### src/rtl/mc_controller.sv
// Multicycle RISC-V control unit: Moore FSM sequencing fetch, decode,
// execute, memory and writeback, with optional memory ready handshake,
// illegal-instruction trapping and a retired-instruction counter.
module mc_controller #(
  parameter bit          MEM_HANDSHAKE = 1'b1,
  parameter bit          TRAP_ILLEGAL  = 1'b1,
  parameter int unsigned CNT_W         = 32
) (
  input  logic             clk,
  input  logic             reset,
  input  logic [6:0]       op,
  input  logic [2:0]       funct3,
  input  logic             Zero,
  input  logic             MemReady,
  output logic             PCWrite,
  output logic             AdrSrc,
  output logic             IRWrite,
  output logic             MemWrite,
  output logic             MemReq,
  output logic             RegWrite,
  output logic [1:0]       ResultSrc,
  output logic [1:0]       ALUSrcA,
  output logic [1:0]       ALUSrcB,
  output logic [1:0]       ALUOp,
  output logic [2:0]       ImmSrc,
  output logic             IllegalInstr,
  output logic [3:0]       State,
  output logic [CNT_W-1:0] InstRet
);

  localparam logic [6:0] OP_LOAD   = 7'b0000011;
  localparam logic [6:0] OP_STORE  = 7'b0100011;
  localparam logic [6:0] OP_RTYPE  = 7'b0110011;
  localparam logic [6:0] OP_ITYPE  = 7'b0010011;
  localparam logic [6:0] OP_BRANCH = 7'b1100011;
  localparam logic [6:0] OP_JAL    = 7'b1101111;
  localparam logic [6:0] OP_JALR   = 7'b1100111;
  localparam logic [6:0] OP_LUI    = 7'b0110111;
  localparam logic [6:0] OP_AUIPC  = 7'b0010111;

  typedef enum logic [3:0] {
    S_FETCH    = 4'd0,
    S_DECODE   = 4'd1,
    S_MEMADR   = 4'd2,
    S_MEMREAD  = 4'd3,
    S_MEMWB    = 4'd4,
    S_MEMWRITE = 4'd5,
    S_EXECR    = 4'd6,
    S_EXECI    = 4'd7,
    S_ALUWB    = 4'd8,
    S_BRANCH   = 4'd9,
    S_JAL      = 4'd10,
    S_JALRADR  = 4'd11,
    S_JALR     = 4'd12,
    S_LUI      = 4'd13,
    S_AUIPC    = 4'd14,
    S_ILLEGAL  = 4'd15
  } state_t;

  state_t           state_q, state_d;
  logic             illegal_q, illegal_d;
  logic [CNT_W-1:0] instret_q, instret_d;

  logic mem_rdy;
  logic retire;
  logic decode_bad;
  logic pc_we, ir_we, mem_we, mem_req, reg_we;

  assign mem_rdy = MEM_HANDSHAKE ? MemReady : 1'b1;

  // State register, sticky illegal flag and retirement counter
  always_ff @(posedge clk) begin
    if (reset) begin
      state_q   <= S_FETCH;
      illegal_q <= 1'b0;
      instret_q <= '0;
    end else begin
      state_q   <= state_d;
      illegal_q <= illegal_d;
      instret_q <= instret_d;
    end
  end

  // Next state and Moore control outputs; MemReady/Zero only steer FETCH,
  // the memory states and BRANCH
  always_comb begin
    state_d    = state_q;
    illegal_d  = illegal_q;
    retire     = 1'b0;
    decode_bad = 1'b0;
    pc_we      = 1'b0;
    ir_we      = 1'b0;
    mem_we     = 1'b0;
    mem_req    = 1'b0;
    reg_we     = 1'b0;
    AdrSrc     = 1'b0;
    ResultSrc  = '0;
    ALUSrcA    = '0;
    ALUSrcB    = '0;
    ALUOp      = '0;
    case (state_q)
      S_FETCH: begin
        mem_req   = 1'b1;
        ALUSrcB   = 2'b10;
        ResultSrc = 2'b10;
        ir_we     = mem_rdy;
        pc_we     = mem_rdy;
        if (mem_rdy) state_d = S_DECODE;
      end
      S_DECODE: begin
        ALUSrcA = 2'b01;
        ALUSrcB = 2'b01;
        case (op)
          OP_LOAD, OP_STORE: state_d = S_MEMADR;
          OP_RTYPE:          state_d = S_EXECR;
          OP_ITYPE:          state_d = S_EXECI;
          OP_BRANCH: begin
            if (funct3 == 3'b000 || funct3 == 3'b001) state_d = S_BRANCH;
            else                                      decode_bad = 1'b1;
          end
          OP_JAL:            state_d = S_JAL;
          OP_JALR:           state_d = S_JALRADR;
          OP_LUI:            state_d = S_LUI;
          OP_AUIPC:          state_d = S_AUIPC;
          default:           decode_bad = 1'b1;
        endcase
        // Without trapping, an illegal encoding retires as a nop from DECODE
        if (decode_bad) begin
          if (TRAP_ILLEGAL) begin
            state_d   = S_ILLEGAL;
            illegal_d = 1'b1;
          end else begin
            state_d = S_FETCH;
            retire  = 1'b1;
          end
        end
      end
      S_MEMADR: begin
        ALUSrcA = 2'b10;
        ALUSrcB = 2'b01;
        state_d = (op == OP_LOAD) ? S_MEMREAD : S_MEMWRITE;
      end
      S_MEMREAD: begin
        mem_req = 1'b1;
        AdrSrc  = 1'b1;
        if (mem_rdy) state_d = S_MEMWB;
      end
      S_MEMWB: begin
        ResultSrc = 2'b01;
        reg_we    = 1'b1;
        retire    = 1'b1;
        state_d   = S_FETCH;
      end
      S_MEMWRITE: begin
        mem_req = 1'b1;
        mem_we  = 1'b1;
        AdrSrc  = 1'b1;
        if (mem_rdy) begin
          state_d = S_FETCH;
          retire  = 1'b1;
        end
      end
      S_EXECR: begin
        ALUSrcA = 2'b10;
        ALUSrcB = 2'b00;
        ALUOp   = 2'b10;
        state_d = S_ALUWB;
      end
      S_EXECI: begin
        ALUSrcA = 2'b10;
        ALUSrcB = 2'b01;
        ALUOp   = 2'b10;
        state_d = S_ALUWB;
      end
      S_ALUWB: begin
        reg_we  = 1'b1;
        retire  = 1'b1;
        state_d = S_FETCH;
      end
      S_BRANCH: begin
        ALUSrcA = 2'b10;
        ALUSrcB = 2'b00;
        ALUOp   = 2'b01;
        pc_we   = (funct3 == 3'b000) ? Zero : ~Zero;
        retire  = 1'b1;
        state_d = S_FETCH;
      end
      S_JAL, S_JALR: begin
        ALUSrcA = 2'b01;
        ALUSrcB = 2'b10;
        pc_we   = 1'b1;
        state_d = S_ALUWB;
      end
      S_JALRADR: begin
        ALUSrcA = 2'b10;
        ALUSrcB = 2'b01;
        state_d = S_JALR;
      end
      S_LUI: begin
        ALUSrcA = 2'b11;
        ALUSrcB = 2'b01;
        state_d = S_ALUWB;
      end
      S_AUIPC: begin
        ALUSrcA = 2'b01;
        ALUSrcB = 2'b01;
        state_d = S_ALUWB;
      end
      S_ILLEGAL: begin
        state_d = S_ILLEGAL;
      end
    endcase
  end

  assign instret_d = retire ? instret_q + CNT_W'(1) : instret_q;

  // Enables are forced low while reset is held, even mid-access
  assign PCWrite  = pc_we   & ~reset;
  assign IRWrite  = ir_we   & ~reset;
  assign MemWrite = mem_we  & ~reset;
  assign MemReq   = mem_req & ~reset;
  assign RegWrite = reg_we  & ~reset;

  // Immediate format follows the opcode in every state
  always_comb begin
    ImmSrc = 3'b000;
    case (op)
      OP_LOAD, OP_ITYPE, OP_JALR: ImmSrc = 3'b000;
      OP_STORE:                   ImmSrc = 3'b001;
      OP_BRANCH:                  ImmSrc = 3'b010;
      OP_JAL:                     ImmSrc = 3'b011;
      OP_LUI, OP_AUIPC:           ImmSrc = 3'b100;
      default:                    ImmSrc = 3'b000;
    endcase
  end

  assign State        = state_q;
  assign IllegalInstr = illegal_q;
  assign InstRet      = instret_q;

endmodule

### config.mk
export PLATFORM = sky130hd
export DESIGN_NAME = mc_controller
export DESIGN_NICKNAME = d
export VERILOG_FILES = /design/src/rtl/mc_controller.sv
export SDC_FILE = /design/constraint.sdc
export NUM_CORES = 1
export LEC_CHECK = 0
export BUFFER_PORTS_ARGS = -buffer_cell sky130_fd_sc_hd__clkbuf_2
export CELL_PAD_IN_SITES_DETAIL_PLACEMENT = 1
export CELL_PAD_IN_SITES_GLOBAL_PLACEMENT = 2
export CORE_ASPECT_RATIO = 0.6
export CORE_MARGIN = 3
export CORE_UTILIZATION = 23
export CTS_BUF_LIST = sky130_fd_sc_hd__clkbuf_8
export CTS_CLUSTER_SIZE = 24
export DETAILED_ROUTE_END_ITERATION = 6
export PLACE_DENSITY_LB_ADDON = 0.1
export SETUP_SLACK_MARGIN = 0.3
export SYNTH_ARGS = -nofsm -noshare
export SYNTH_HDL_FRONTEND = slang
export SYNTH_SLANG_ARGS = --single-unit
### constraint.sdc
create_clock -name clk -period 1.9 [get_ports clk]
set_input_delay 0 -clock clk [delete_from_list [all_inputs] [get_ports clk]]
set_output_delay 0 -clock clk [all_outputs]
set_load 0.02 [all_outputs]
==> results.tsv <==
metric	value	unit
status	complete, no violations	
cts_tree	done	
gp_congestion	0.732	
crit_type	flop to flop	
layout_min_cycle_time	1.70	ns
num_rows	27	
die_x	135	um
cp_num_buf_inv	1	
critPathMaxStageDelay	0.48	ns
clock_path_buffers	2	
clock_skew	0.00769	ns
critPathLaunchType	flop	
regToRegStartpoint	InstRet[9]$_SDFFE_PP0P_	
preCtsSetupSlack	0.0397	ns
synth_enable_flop_cells	0	
fin_tns_setup	0	ns
holdPathStages	3	
postCtsHoldBufs	0	
clk_pin_slew	0.08	ns
cp_num_cells	6	
worstSetupEndpointType	flop	
synth.yosys.seq_area_share	32.5	%
htree_num_levels	2	
antenna_found_initial	0	
layout.nets	424	
grt_usage	14.9	%
avgRoutedWirePerCell	15.3	um
antennaDiodeCount	0	
clock_power_share	16.1	%
combPwrFrac	57.0	%
hold_viol	0	
hold_class	input pin to flop	
p_per_area	956	nW/um2
clock_latency	0.29	ns
ys_ff_latch	37	
fin_crit_sh	89.3	%
worstPathMaxFanout	5	
cp.arrival	1.92	ns
ir_drop	354	uV
synth_nets	309	
r2r_cells	6	
drt_iter0_drc	115	
drive_above_1_share	50.0	%
grt_max_degree	28	
max_slew.worst_pin.slew	0.645	ns
synth_cells	294	
die_area	11200	um2
final_util	37.7	%
setup_ws	0.203	ns
avgSynthCellArea	7.75	um2
core-area	9390	um2
grt_pass1_vias	2509	
die_h	83.1	um
drv_cap	0	
relSlewSlack	57.0	%
grt_pass1_wl	13600	um
synth-async-reset-ratio	0	%
numCtsBuffers	5	
num_vias	2565	
p_leak	1.47	nW
seqPwrFrac	26.9	%
first_pass_iters	4	
drtAntennaViolNets	0	
drc	0	
rsz0062_at_grt	yes	
p_switching	1.48	mW
slew_violations	0	
start_util	24.3	%
syn-cell-area	2280	um2
swShare	43.6	%
regToRegEndpoint	InstRet[28]$_SDFFE_PP0P_	
synth_flop_cell	dfxtp_1	
p_int	1.91	mW
cp-startpoint	InstRet[9]$_SDFFE_PP0P_	
area_growth	55.4	%
power	3.39	mW
wl	8250	um
yosys_warnings	0	
place_hpwl	5810	um
io_pins	68	
via_per_inst	4.75	
ff2ff_setup_slack	0.20	ns
endpoint	InstRet[28]$_SDFFE_PP0P_	
worstPathCellList	nand4_1, nor3_4, buf_6, nand2_8, or4_4, a21oi_2	
io_buffers	67	
cp_slowest_cell	or4_4	
yosysUniqueCellTypes	49	
cts_root_buf	clkbuf_8	
fmax	589	MHz
grt.overflow.total	0	
critPathRequiredTime	2.13	ns
cts_sinks	37	
finalSetupViolations	0	
fillers	1166	
cp_top_family	simple AND/OR/NAND/NOR gates	
==> cell type report <==
class / instances / area, um2 / area share [%]
clock inverter: 3 / 13.8 / 0.389
tap: 130 / 163 / 4.59
sequential: 37 / 792 / 22.4
inverter: 8 / 37.5 / 1.06
multi-input combinational: 231 / 1620 / 45.6
clock buffer: 5 / 68.8 / 1.94
timing repair buffer: 126 / 852 / 24.1
==> layout by cell type, fill, tap and decap left out, types with 4 or more instances in the layout <==
cell type,count
dfxtp_2,17
nor2_1,34
nor3_1,12
a31oi_1,5
buf_4,46
o21ai_0,6
a21oi_2,5
buf_6,13
nand2_1,15
nand2_2,4
nand2b_1,6
xnor2_1,10
o31ai_1,5
xor2_1,14
dfxtp_1,12
or3_1,4
dfxtp_4,8
and3_1,7
nand4_1,9
a21oi_1,15
clkbuf_8,5
inv_1,7
nand3_1,16
clkbuf_2,64
==> power by group through the flow <==
stage / clock [mW] / sequential, mW / combinational (mW)
after floorplan: 0 / 0.945 / 1.05
after global placement: 0 / 0.927 / 1.51
after detailed placement: 0 / 0.927 / 1.52
after CTS: 0.576 / 0.897 / 1.79
after global routing: 0.626 / 0.920 / 2.10
final: 0.547 / 0.910 / 1.93
==> metal layers <==
metal / wire, um / share of wire [%] / GRT usage, %
met1: 4540 / 55 / 23.3
met2: 3250 / 39 / 19.8
met3: 398 / 4.8 / 4.30
met4: 63 / 0.76 / 2.87
met5: 0 / 0 / 0
==> stage by stage <==
stage,cell area (um2),hold slack (ns),instances
final,3540,0.100,540
after global placement,2910,0.389,491
after floorplan,2370,0.173,294
after CTS,3340,0.0840,531
after global routing,3540,0.115,540
after detailed placement,2910,0.402,491
==> worst min-delay path by stage <==
stage / from / endpoint
CTS: MemReady / State[0]$_SDFFE_PP0P_
global route: MemReady / State[0]$_SDFFE_PP0P_
detailed placement: MemReady / State[0]$_SDFFE_PP0P_
floorplan: MemReady / State[0]$_SDFFE_PP0P_
finish: MemReady / State[0]$_SDFFE_PP0P_
global placement: MemReady / State[0]$_SDFFE_PP0P_
==> registers in the layout, indices dropped and copies added (netlist names) <==
signal        flops
InstRet          32
IllegalInstr      1
State             4
==> Yosys cell counts (3+ instances only) <==
library cell / count / area (um2)
a31oi_1: 5 / 31.3
nor3_1: 13 / 65.1
o31ai_1: 5 / 37.5
o211ai_1: 3 / 22.5
or3_1: 4 / 25.0
dfxtp_1: 37 / 741
nor3b_1: 3 / 22.5
nand4_1: 9 / 56.3
and4_1: 4 / 35.0
o21ai_0: 7 / 35.0
a31o_2: 3 / 26.3
nor2_1: 37 / 139
xor2_1: 15 / 131
or4_1: 5 / 37.5
xnor2_1: 10 / 87.6
nand2_1: 19 / 71.3
nand2b_1: 8 / 50.1
and3_1: 8 / 50.1
buf_2: 4 / 20.0
inv_1: 8 / 30.0
nand3_1: 19 / 95.1
a21oi_1: 20 / 100
clkbuf_1: 12 / 45.0
==> kinds of logic (layout without fill, tap and decap cells) <==
kind of cell               Yosys count  after routing  synth area share, %
DFF                                 37             37                 32.5
buffers and inverters               27            142                 4.83
AOI/OAI and AO/OA                   55             55                 15.5
xor gates and xnor gates            25             25                 9.60
and+or+nand+nor                    146            147                 35.6
adders and majority gates            1              1                0.549
muxes                                3              3                 1.43
==> timing repair <==
item	4_1_cts	5_1_grt
pin swaps	20	25
endpoints found under the setup margin	19	32
setup buffers	31	9
cloned	1	0
gates resized for setup	36	35
hold endpoints to repair	0	0
==> worst reg2reg max path, delay by kind of cell, from the launching register on <==
family                 cells  cell delay, ns
AO/OA/AOI/OAI              1            0.15
buffers and inverters      1            0.17
flip-flops                 1            0.36
AND/OR/NAND/NOR            4            0.95
(Power assumes the default switching activity.)
